### config.mk
export PLATFORM = sky130hd
export DESIGN_NAME = ifu_fetch
export DESIGN_NICKNAME = d
export VERILOG_FILES = /design/src/rtl/npc_ifu_pkg.sv /design/src/rtl/ifu_fetch.sv
export SDC_FILE = /design/constraint.sdc
export NUM_CORES = 1
export LEC_CHECK = 0
export ABC_CLOCK_PERIOD_IN_PS = 2200
export CAP_MARGIN = 20
export CORE_MARGIN = 2
export CORE_UTILIZATION = 40
export DETAILED_ROUTE_END_ITERATION = 7
export HOLD_SLACK_MARGIN = 0.1
export PLACE_DENSITY = 0.76
export SLEW_MARGIN = 20
export SYNTH_ARGS = -nofsm -noshare
export SYNTH_HDL_FRONTEND = slang
export SYNTH_SLANG_ARGS = --single-unit
### constraint.sdc
create_clock -name clk -period 2.2 [get_ports clk]
set_input_delay 0.33 -clock clk [delete_from_list [all_inputs] [get_ports clk]]
set_output_delay 0.33 -clock clk [all_outputs]
set_load 0.02 [all_outputs]
### src/rtl/npc_ifu_pkg.sv
// Shared definitions for the NPC instruction fetch unit.
package npc_ifu_pkg;

    typedef enum logic [1:0] {
        IDLE  = 2'd0,
        REQ   = 2'd1,
        WAIT  = 2'd2,
        DRAIN = 2'd3
    } fetch_state_t;

    localparam int          DEF_AW       = 64;
    localparam int          DEF_IW       = 32;
    localparam logic [63:0] DEF_RESET_PC = 64'h0000_0000_8000_0000;

    // Instructions are 32-bit aligned: any low-bit set means misaligned.
    localparam logic [1:0]  MISALIGN_MASK = 2'b11;

endpackage

### src/rtl/ifu_fetch.sv
// Instruction fetch: holds pc, issues one imem read per fetch_en, returns instr_en/fetch_err pulses.
// Latency: fetch_en at N -> req_valid N+1 -> (ready N+1, rsp N+2) -> instr_en N+3.
// Backpressure: request held stable until imem_req_ready; responses are never stalled.
module ifu_fetch
    import npc_ifu_pkg::*;
#(
    parameter int            AW       = DEF_AW,
    parameter int            IW       = DEF_IW,
    parameter logic [AW-1:0] RESET_PC = AW'(DEF_RESET_PC),
    parameter int            TIMEOUT  = 255
) (
    input  logic          clk,
    input  logic          rst,
    input  logic          fetch_en,
    input  logic          pc_ld,
    input  logic [AW-1:0] next_pc,
    input  logic          flush,
    output logic          imem_req_valid,
    input  logic          imem_req_ready,
    output logic [AW-1:0] imem_req_addr,
    input  logic          imem_rsp_valid,
    input  logic [IW-1:0] imem_rsp_data,
    input  logic          imem_rsp_err,
    output logic [IW-1:0] instr_out,
    output logic          instr_en,
    output logic [AW-1:0] pc_out,
    output logic [AW-1:0] fetch_addr,
    output logic          fetch_busy,
    output logic          fetch_err
);

    localparam logic [15:0] TO_LAST = 16'(TIMEOUT - 1);

    fetch_state_t  state;
    logic [AW-1:0] pc;
    logic [15:0]   to_cnt;

    assign imem_req_valid = (state == REQ);
    assign fetch_busy     = (state != IDLE);
    assign pc_out         = pc;

    always_ff @(posedge clk) begin
        if (rst) begin
            state         <= IDLE;
            pc            <= RESET_PC;
            imem_req_addr <= '0;
            instr_out     <= '0;
            fetch_addr    <= '0;
            instr_en      <= 1'b0;
            fetch_err     <= 1'b0;
            to_cnt        <= '0;
        end else begin
            instr_en  <= 1'b0;
            fetch_err <= 1'b0;

            if (pc_ld) begin
                pc <= next_pc;
            end

            case (state)
                IDLE: begin
                    if (fetch_en) begin
                        if ((pc[1:0] & MISALIGN_MASK) != 2'b00) begin
                            fetch_err <= 1'b1;
                        end else begin
                            imem_req_addr <= pc;
                            state         <= REQ;
                        end
                    end
                end
                REQ: begin
                    // An accepted request will produce a response, so a
                    // coincident flush must still absorb it in DRAIN.
                    if (imem_req_ready) begin
                        state  <= flush ? DRAIN : WAIT;
                        to_cnt <= '0;
                    end else if (flush) begin
                        state <= IDLE;
                    end
                end
                WAIT: begin
                    if (imem_rsp_valid) begin
                        state <= IDLE;
                        if (!flush) begin
                            if (imem_rsp_err) begin
                                fetch_err <= 1'b1;
                            end else begin
                                instr_out  <= imem_rsp_data;
                                fetch_addr <= imem_req_addr;
                                instr_en   <= 1'b1;
                            end
                        end
                    end else if (to_cnt == TO_LAST) begin
                        state     <= IDLE;
                        fetch_err <= !flush;
                    end else begin
                        to_cnt <= to_cnt + 16'd1;
                        if (flush) begin
                            state <= DRAIN;
                        end
                    end
                end
                DRAIN: begin
                    if (imem_rsp_valid || to_cnt == TO_LAST) begin
                        state <= IDLE;
                    end else begin
                        to_cnt <= to_cnt + 16'd1;
                    end
                end
                default: state <= IDLE;
            endcase
        end
    end

endmodule

==> impl_results.md, run 1 <==
* Status: completed
* Largest family of logic cells by synthesized area: simple AND/OR/NAND/NOR gates
* Die X at 152 um
* Drt first pass iters at 5
* FF+latch count, synth at about 240
* Vias at roughly 8000
* Tightest Pin Transition at roughly 1.0 ns
* Met2 wire length at 12200 um
* Post-synth cell types at 38
* Max-cap violations at 0
* Dpl hpwl at between 15000 and 20000 um
* Global Route Usage Sum at 0.209
* Cell area after layout at between 10000 and 15000 sq um
* Share of cells above drive strength 1 at 0.0575
* Port buffer count at approximately 330
* CTS max path bufs at 3
* P_leak at 4.83 nW
* CTS tree: built
* Crit Path Category: reg -> out
* Clock Skews at between 0.01 and 0.015 ns
* Fin. Hold Viols at 0
* Root Driver: clkbuf_16
* Met1 Routed Length at around 10000 um
* Syn_area_per_cell at between 8 and 9 sq um
* Pwr Total at ~10 mW
* Tmin final at 2.14 ns
* Initial DRC Count at 431
* Antenna-violating nets left at 0
* Num CTS Buffers at 27
* Core area at 21700 sq um
* Final GP Congestion at around 0.80
* Std-Cell Rows at 54
* Synth Area in Compound Gates at 0.121
* Final hold slack at 0.286 ns
* Synth Warn # at 0
* Delay-heaviest family, CP: buffers and inverters
* Worst rel slew slack at 0.312
* DR WL/cell at 15.7 um
* Critical path startpoint category: flip-flop
* Fraction of registers with async set or reset after synthesis at 0
* Largest net degree at the start of global routing at roughly 130
* Max Freq at approximately 0.47 GHz
* Setup TNS at 0 ns
* Pwr per Cell Area at between 700 and 800 nW/um^2
* Slowest Stage Delay on Critical Path at around 0.55 ns
* Xor/xnor share of the synthesized area at 0.000997
* Hold Crit Start: rst
* Crit-path cells: or2_2, clkdlybuf4s50_1
* Number of post-CTS setup repair buffers at 0
* VDD IR-drop max at roughly 0.00059 V
* Finished Layout Cells at between 1500 and 2000
* Final worst slack at 0.0581 ns
* Hold Path Class: in -> reg
* CP Max Fanout at 12
* WP buf/inv at 1
* Clock net sink count at approximately 240
* Met3 WL at ~2300 um
* Placed insts at around 1600
* Diodes inserted at 0
* Final setup viols at 0
* Worst setup EP type: output port
* RSZ-0062 raised after global routing: false
* CP Launch Point: state[1]
* Die H at approximately 150 um
* Total routed wirelength at about 26000 um
* Top Metal Used: met4
* Worst path required time at roughly 1.9 ns
* Area of the die at 23200 sq um
* Reg2Reg Launch Point: to_cnt[1]
* First-pass GRT wire length at roughly 40000 um
* Slew Limit Fails at 0
* CP max stage cell: clkdlybuf4s50_1
* Clk_lat worst skew at around 0.52 ns
* Setup Slack @ Placement at around 0.27 ns
* Synthesized area at around 8800 sq um
* Post-synth EDFFs at 0
* Clock-pin slew on the worst setup and hold paths at 0.06 ns
* Grt ovf at 0
* Sequential fraction of the synthesis area at 0.556
* Initial antenna violation count at 0
* Fin crit share at 0.974
* Starting Density at 0.405
* Detailed-route vias per instance at 4.94
* Layout area overhead at 51.6%
* Placement Cell Area at 12400 sq um
* Post-synthesis cell count at 1033
* Num ports at about 330
* Mapped Nets at between 1000 and 1500
* Post-synthesis adder-cell area fraction at 0.00285
* Number of global-route vias before repair at 7549
* Top FF cell, synth: dfxtp_1
* Worst EP arrival at ~1.8 ns
* Synth Area in Simple Gates at 0.209
* Mux share of post-synthesis cell area at 0.0744
* DRC viols at 0
* Nets at 1442
* Final core utilization at 0.614
* H-tree depth at 1
[sequential cells by signal, summed over array words and instances (netlist names)]
signal and flops:
state 2, imem_req_addr 64, pc_out 64, instr_en 1, instr_out 32, fetch_err 1, to_cnt 16, fetch_addr 64
[synthesized netlist by cell type, types with 4 or more instances]
cell | number | area share
o21ai_1 | 10 | 0.0057
o21ai_0 | 8 | 0.0046
a31oi_1 | 5 | 0.0036
nor3b_1 | 4 | 0.0034
dfxtp_1 | 244 | 0.56
clkbuf_1 | 49 | 0.021
nor2_1 | 79 | 0.034
nand2_1 | 331 | 0.14
nor2b_1 | 4 | 0.0028
nand3_1 | 8 | 0.0046
o31ai_1 | 8 | 0.0068
buf_2 | 21 | 0.012
a21oi_1 | 162 | 0.092
mux2i_1 | 63 | 0.072
[cell families after synthesis]
family | Yosys count
mux | 65
xor+xnor | 1
simple gates | 448
fa+ha+maj | 2
buf+inv | 73
flops | 244
compound gates | 200
[final timing paths]
| path | slack [ns] | depth (start not counted) | endpoint |
|---|---|---|---|
| setup / recovery | 0.06 | 2 | fetch_busy |
| hold / removal | 0.29 | 5 | to_cnt[2] |
| setup reg to reg | 0.31 | 7 | to_cnt[10] |
| hold reg to reg | 0.45 | 2 | fetch_addr[26] |
[layout by cell type, fill, tap and decap left out, types with 8 or more instances in the layout]
cell / n
o21ai_0: 8
nor2_1: 78
o31ai_1: 8
mux2i_1: 63
a21oi_1: 162
clkdlybuf4s50_1: 328
o21ai_1: 10
nand3_1: 8
clkbuf_16: 27
nand2_1: 331
buf_4: 8
dfxtp_1: 243
[per-layer routing]
layer | vias up | track usage
li1 | 4012 | -
met1 | 3746 | 0.249
met2 | 273 | 0.356
met3 | 44 | 0.0697
met4 | 0 | 0.0668
met5 | - | 0
[area by class of cell]
cell class / instances / area, sq um
Fill cell: 1843 / 8380
Clock inverter: 14 / 188
Clock buffer: 35 / 766
Multi-Input combinational cell: 716 / 3600
Inverter: 2 / 7.51
Sequential cell: 244 / 4890
Tap cell: 280 / 350
Timing Repair Buffer: 345 / 3510
[worst register-to-register path, delay by kind of cell, from the launching register on]
family / cells / cell delay [ns]
compound gates: 3 / 0.44
fa+ha+maj: 1 / 0.21
buf+inv: 1 / 0.22
flops: 1 / 0.43
simple gates: 2 / 0.50
[power by group]
part	switching, mW	internal [mW]
clock	1.81	2.93
sequential	0.0953	4.54
combinational	0.520	0.487
[timing repair]
action / 4_1_cts / 5_1_grt
cloned: 0 / 0
endpoints found under the setup margin: 1 / 1
hold buffers: 0 / 0
gates resized for setup: 1 / 1
pin swaps: 0 / 0
(Power assumes the default switching activity.)
==> inputs of run 2 (changes only) <==
--- a/config.mk
+++ b/config.mk
@@ -10,8 +10,10 @@
 export CORE_MARGIN = 2
 export CORE_UTILIZATION = 40
 export DETAILED_ROUTE_END_ITERATION = 7
+export GPL_TIMING_DRIVEN = 0
 export HOLD_SLACK_MARGIN = 0.1
 export PLACE_DENSITY = 0.76
+export RECOVER_POWER = 50
 export SLEW_MARGIN = 20
 export SYNTH_ARGS = -nofsm -noshare
 export SYNTH_HDL_FRONTEND = slang
==> run 2 against run 1 <==
  * Combinational power about the same
  * Cell count grew 3.3%
  * Critical path depth is the same
  * Clock power is 6.1% lower
  * Largest cell class unchanged
  * Die area did not move
  * Routed wire length up 11%
  * Via count up 3.7%
  * First-iteration DRC count up 7.0%
  * Highest routed layer unchanged
  * Global-route usage rose by 2.7 points
  * Clock-buffer cell count is 6 higher
  * Setup slack improved by 0.042 ns
  * Cell area up 0.12%
==> impl_results.md, run 2 (synthesis results as in run 1) <==
* H-tree depth at 1 (unchanged)
* Comb pwr share at 0.100 (+0.003)
* Sw Share at 0.234 (+0.000244)
* Fin. Hold Viols at 0 (unchanged)
* Clock Skews at 0.00490 ns (-0.00519 ns)
* Drt first pass iters at 6 (+1)
* Worst rel slew slack at 0.452 (+0.141)
* Cell Int Power at 7.74 mW (-2.7%)
* Num ports at 332 (unchanged)
* Met2 wire length at 13900 um (+14%)
* Layout area overhead at 51.7%
* Detailed-route vias per instance at 4.96 (+0.43%)
* Max-cap violations at 0 (unchanged)
* Starting Density at 0.405 (unchanged)
* Clk_lat worst skew at 0.52 ns (about the same)
* Area of the die at 23200 sq um (unchanged)
* Tmin final at 2.10 ns (-0.0420 ns)
* Fin crit share at 0.954 (-0.0191)
* Antenna-violating nets left at 0 (unchanged)
* Dpl hpwl at 20800 um (+22%)
* Worst EP arrival at 1.77 ns (-0.04 ns)
* Top Metal Used: met4
* Die H at 152 um (unchanged)
* Most frequent cells in the layout: nand2_1 (331), dfxtp_1 (244), clkdlybuf4s50_1 (167), a21oi_1 (162), dlygate4sd3_1 (162)
* Number of global-route vias before repair at 8045 (+6.6%)
* Final hold slack at 0.331 ns (+0.0450 ns)
* Number of post-CTS setup repair buffers at 0 (unchanged)
* Clock net sink count at 244 (unchanged)
* Core area at 21700 sq um (unchanged)
* CTS tree: built
* Std-Cell Rows at 54 (unchanged)
* Worst setup EP type: output port
* Largest net degree at the start of global routing at 14 (-89%)
* Clock power share at 0.441 (-0.016)
* First-pass GRT wire length at 44300 um (+9.9%)
* Port buffer count at 330 (-0.30%)
* Critical path startpoint category: flip-flop
* P_leak at 5.34 nW (+11%)
* Pwr per Cell Area at 758 nW/um^2 (-2.8%)
* Die X at 152 um (unchanged)
* Hold depth at 4 (-1)
* Final setup viols at 0 (unchanged)
* Tightest Pin Transition at 0.822 ns (-0.211 ns)
* Setup TNS at 0 ns (unchanged)
* Status: completed
* Num CTS Buffers at 26 (-3.7%)
* Met1 Routed Length at 11500 um (+9.7%)
* Vias at 8377 (+3.7%)
* Grt ovf at 0 (unchanged)
* Max Freq at 0.476 GHz (+2.0%)
* DRC viols at 0 (unchanged)
* Crit Path Category: reg -> out
* CTS max path bufs at 3 (unchanged)
* Nets at 1496 (+3.7%)
* RSZ-0062 raised after global routing: false
* Final GP Congestion at 0.857 (+7.5%)
* Sequential Power Share at 0.459 (+0.013)
* DR WL/cell at 16.9 um (+7.8%)
* CP Max Fanout at 6 (-6)
* Total routed wirelength at 28600 um (+11%)
* Root Driver: clkbuf_16
* Share of cells above drive strength 1 at 0.0539 (-0.00358)
* Initial DRC Count at 461 (+7.0%)
* Clock-pin slew on the worst setup and hold paths at 0.06 ns (about the same)
* Hold Path Class: in -> reg
* Met3 WL at 2420 um (+4.0%)
* VDD IR-drop max at 0.000668 V (+13%)
* Global Route Usage Sum at 0.236 (+0.0274)
* Initial antenna violation count at 1 (+1)
* Register-to-Register Path Depth at 7 (unchanged)
* Switching Power at 2.36 mW (-2.6%)
* Most common cell after layout, fill and taps aside: nand2_1
* Slew Limit Fails at 0 (unchanged)
* Worst path required time at 1.87 ns (about the same)
## run 2: cell count changes in the layout (fill, tap and decap cells not counted), moves of 7 or more
cell             change
buf_12               -7
buf_2               +14
buf_4                -8
clkbuf_1            +54
clkdlybuf4s50_1    -161
dlygate4sd3_1      +162
## run 2: final timing paths
path            startpoint             to  slack, ns
max               state[0]     fetch_busy       0.10
min reg2reg  fetch_addr[3]  fetch_addr[3]       0.45
max reg2reg      to_cnt[1]      to_cnt[4]       0.22
min                    rst     to_cnt[15]       0.33
## run 2: metrics by stage
stage,setup WS (ns),cell area [sq um],instances,util,power [mW]
5_1_grt,0.0446,13300,1690,0.614,10.5
3_5_place_dp,-0.424,12400,1643,0.573,5.77
2_1_floorplan,0.559,8780,1033,-,5.19
4_1_cts,0.00709,13300,1690,0.615,10.2
6_report,0.100,13300,1690,0.614,10.1
3_3_place_gp,-0.416,12400,1643,0.573,5.76
## run 2: metal layers
| metal | vias up | global-route usage |
|---|---|---|
| met3 | 43 | 0.0708 |
| met2 | 303 | 0.409 |
| met1 | 3906 | 0.284 |
| met5 | - | 0 |
| met4 | 0 | 0.0699 |
| li1 | 4125 | - |
## run 2: final cells by class
class	count	area [sq um]
Sequential cell	244	4880
Fill cell	1900	8360
Antenna cell	1	2.50
Tap cell	280	350
Timing Repair Buffer	330	3300
Clock buffer	41	808
Clock inverter	6	82.6
Buffer	70	295
Inverter	2	7.51
Multi-Input combinational cell	716	3600
## run 2: what timing repair did
item | in CTS | in global routing
gates resized for setup | 1 | 2
hold buffers | 0 | 0
setup endpoints to repair | 1 | 49
endpoints found under the hold margin | 0 | 0
## run 2: power by group through the flow
stage          Combinational, mW  Clock, mW  Sequential (mW)
2_1_floorplan              0.345          0             4.85
3_3_place_gp                1.03          0             4.73
3_5_place_dp                1.04          0             4.73
4_1_cts                     1.05       4.54             4.63
5_1_grt                     1.08       4.72             4.65
6_report                    1.01       4.45             4.63
## run 2: worst max-delay path, cell delays in order (launching register included)
cell and delay, ns:
dfxtp_1 0.36, or2_2 0.34, clkdlybuf4s50_1 0.55
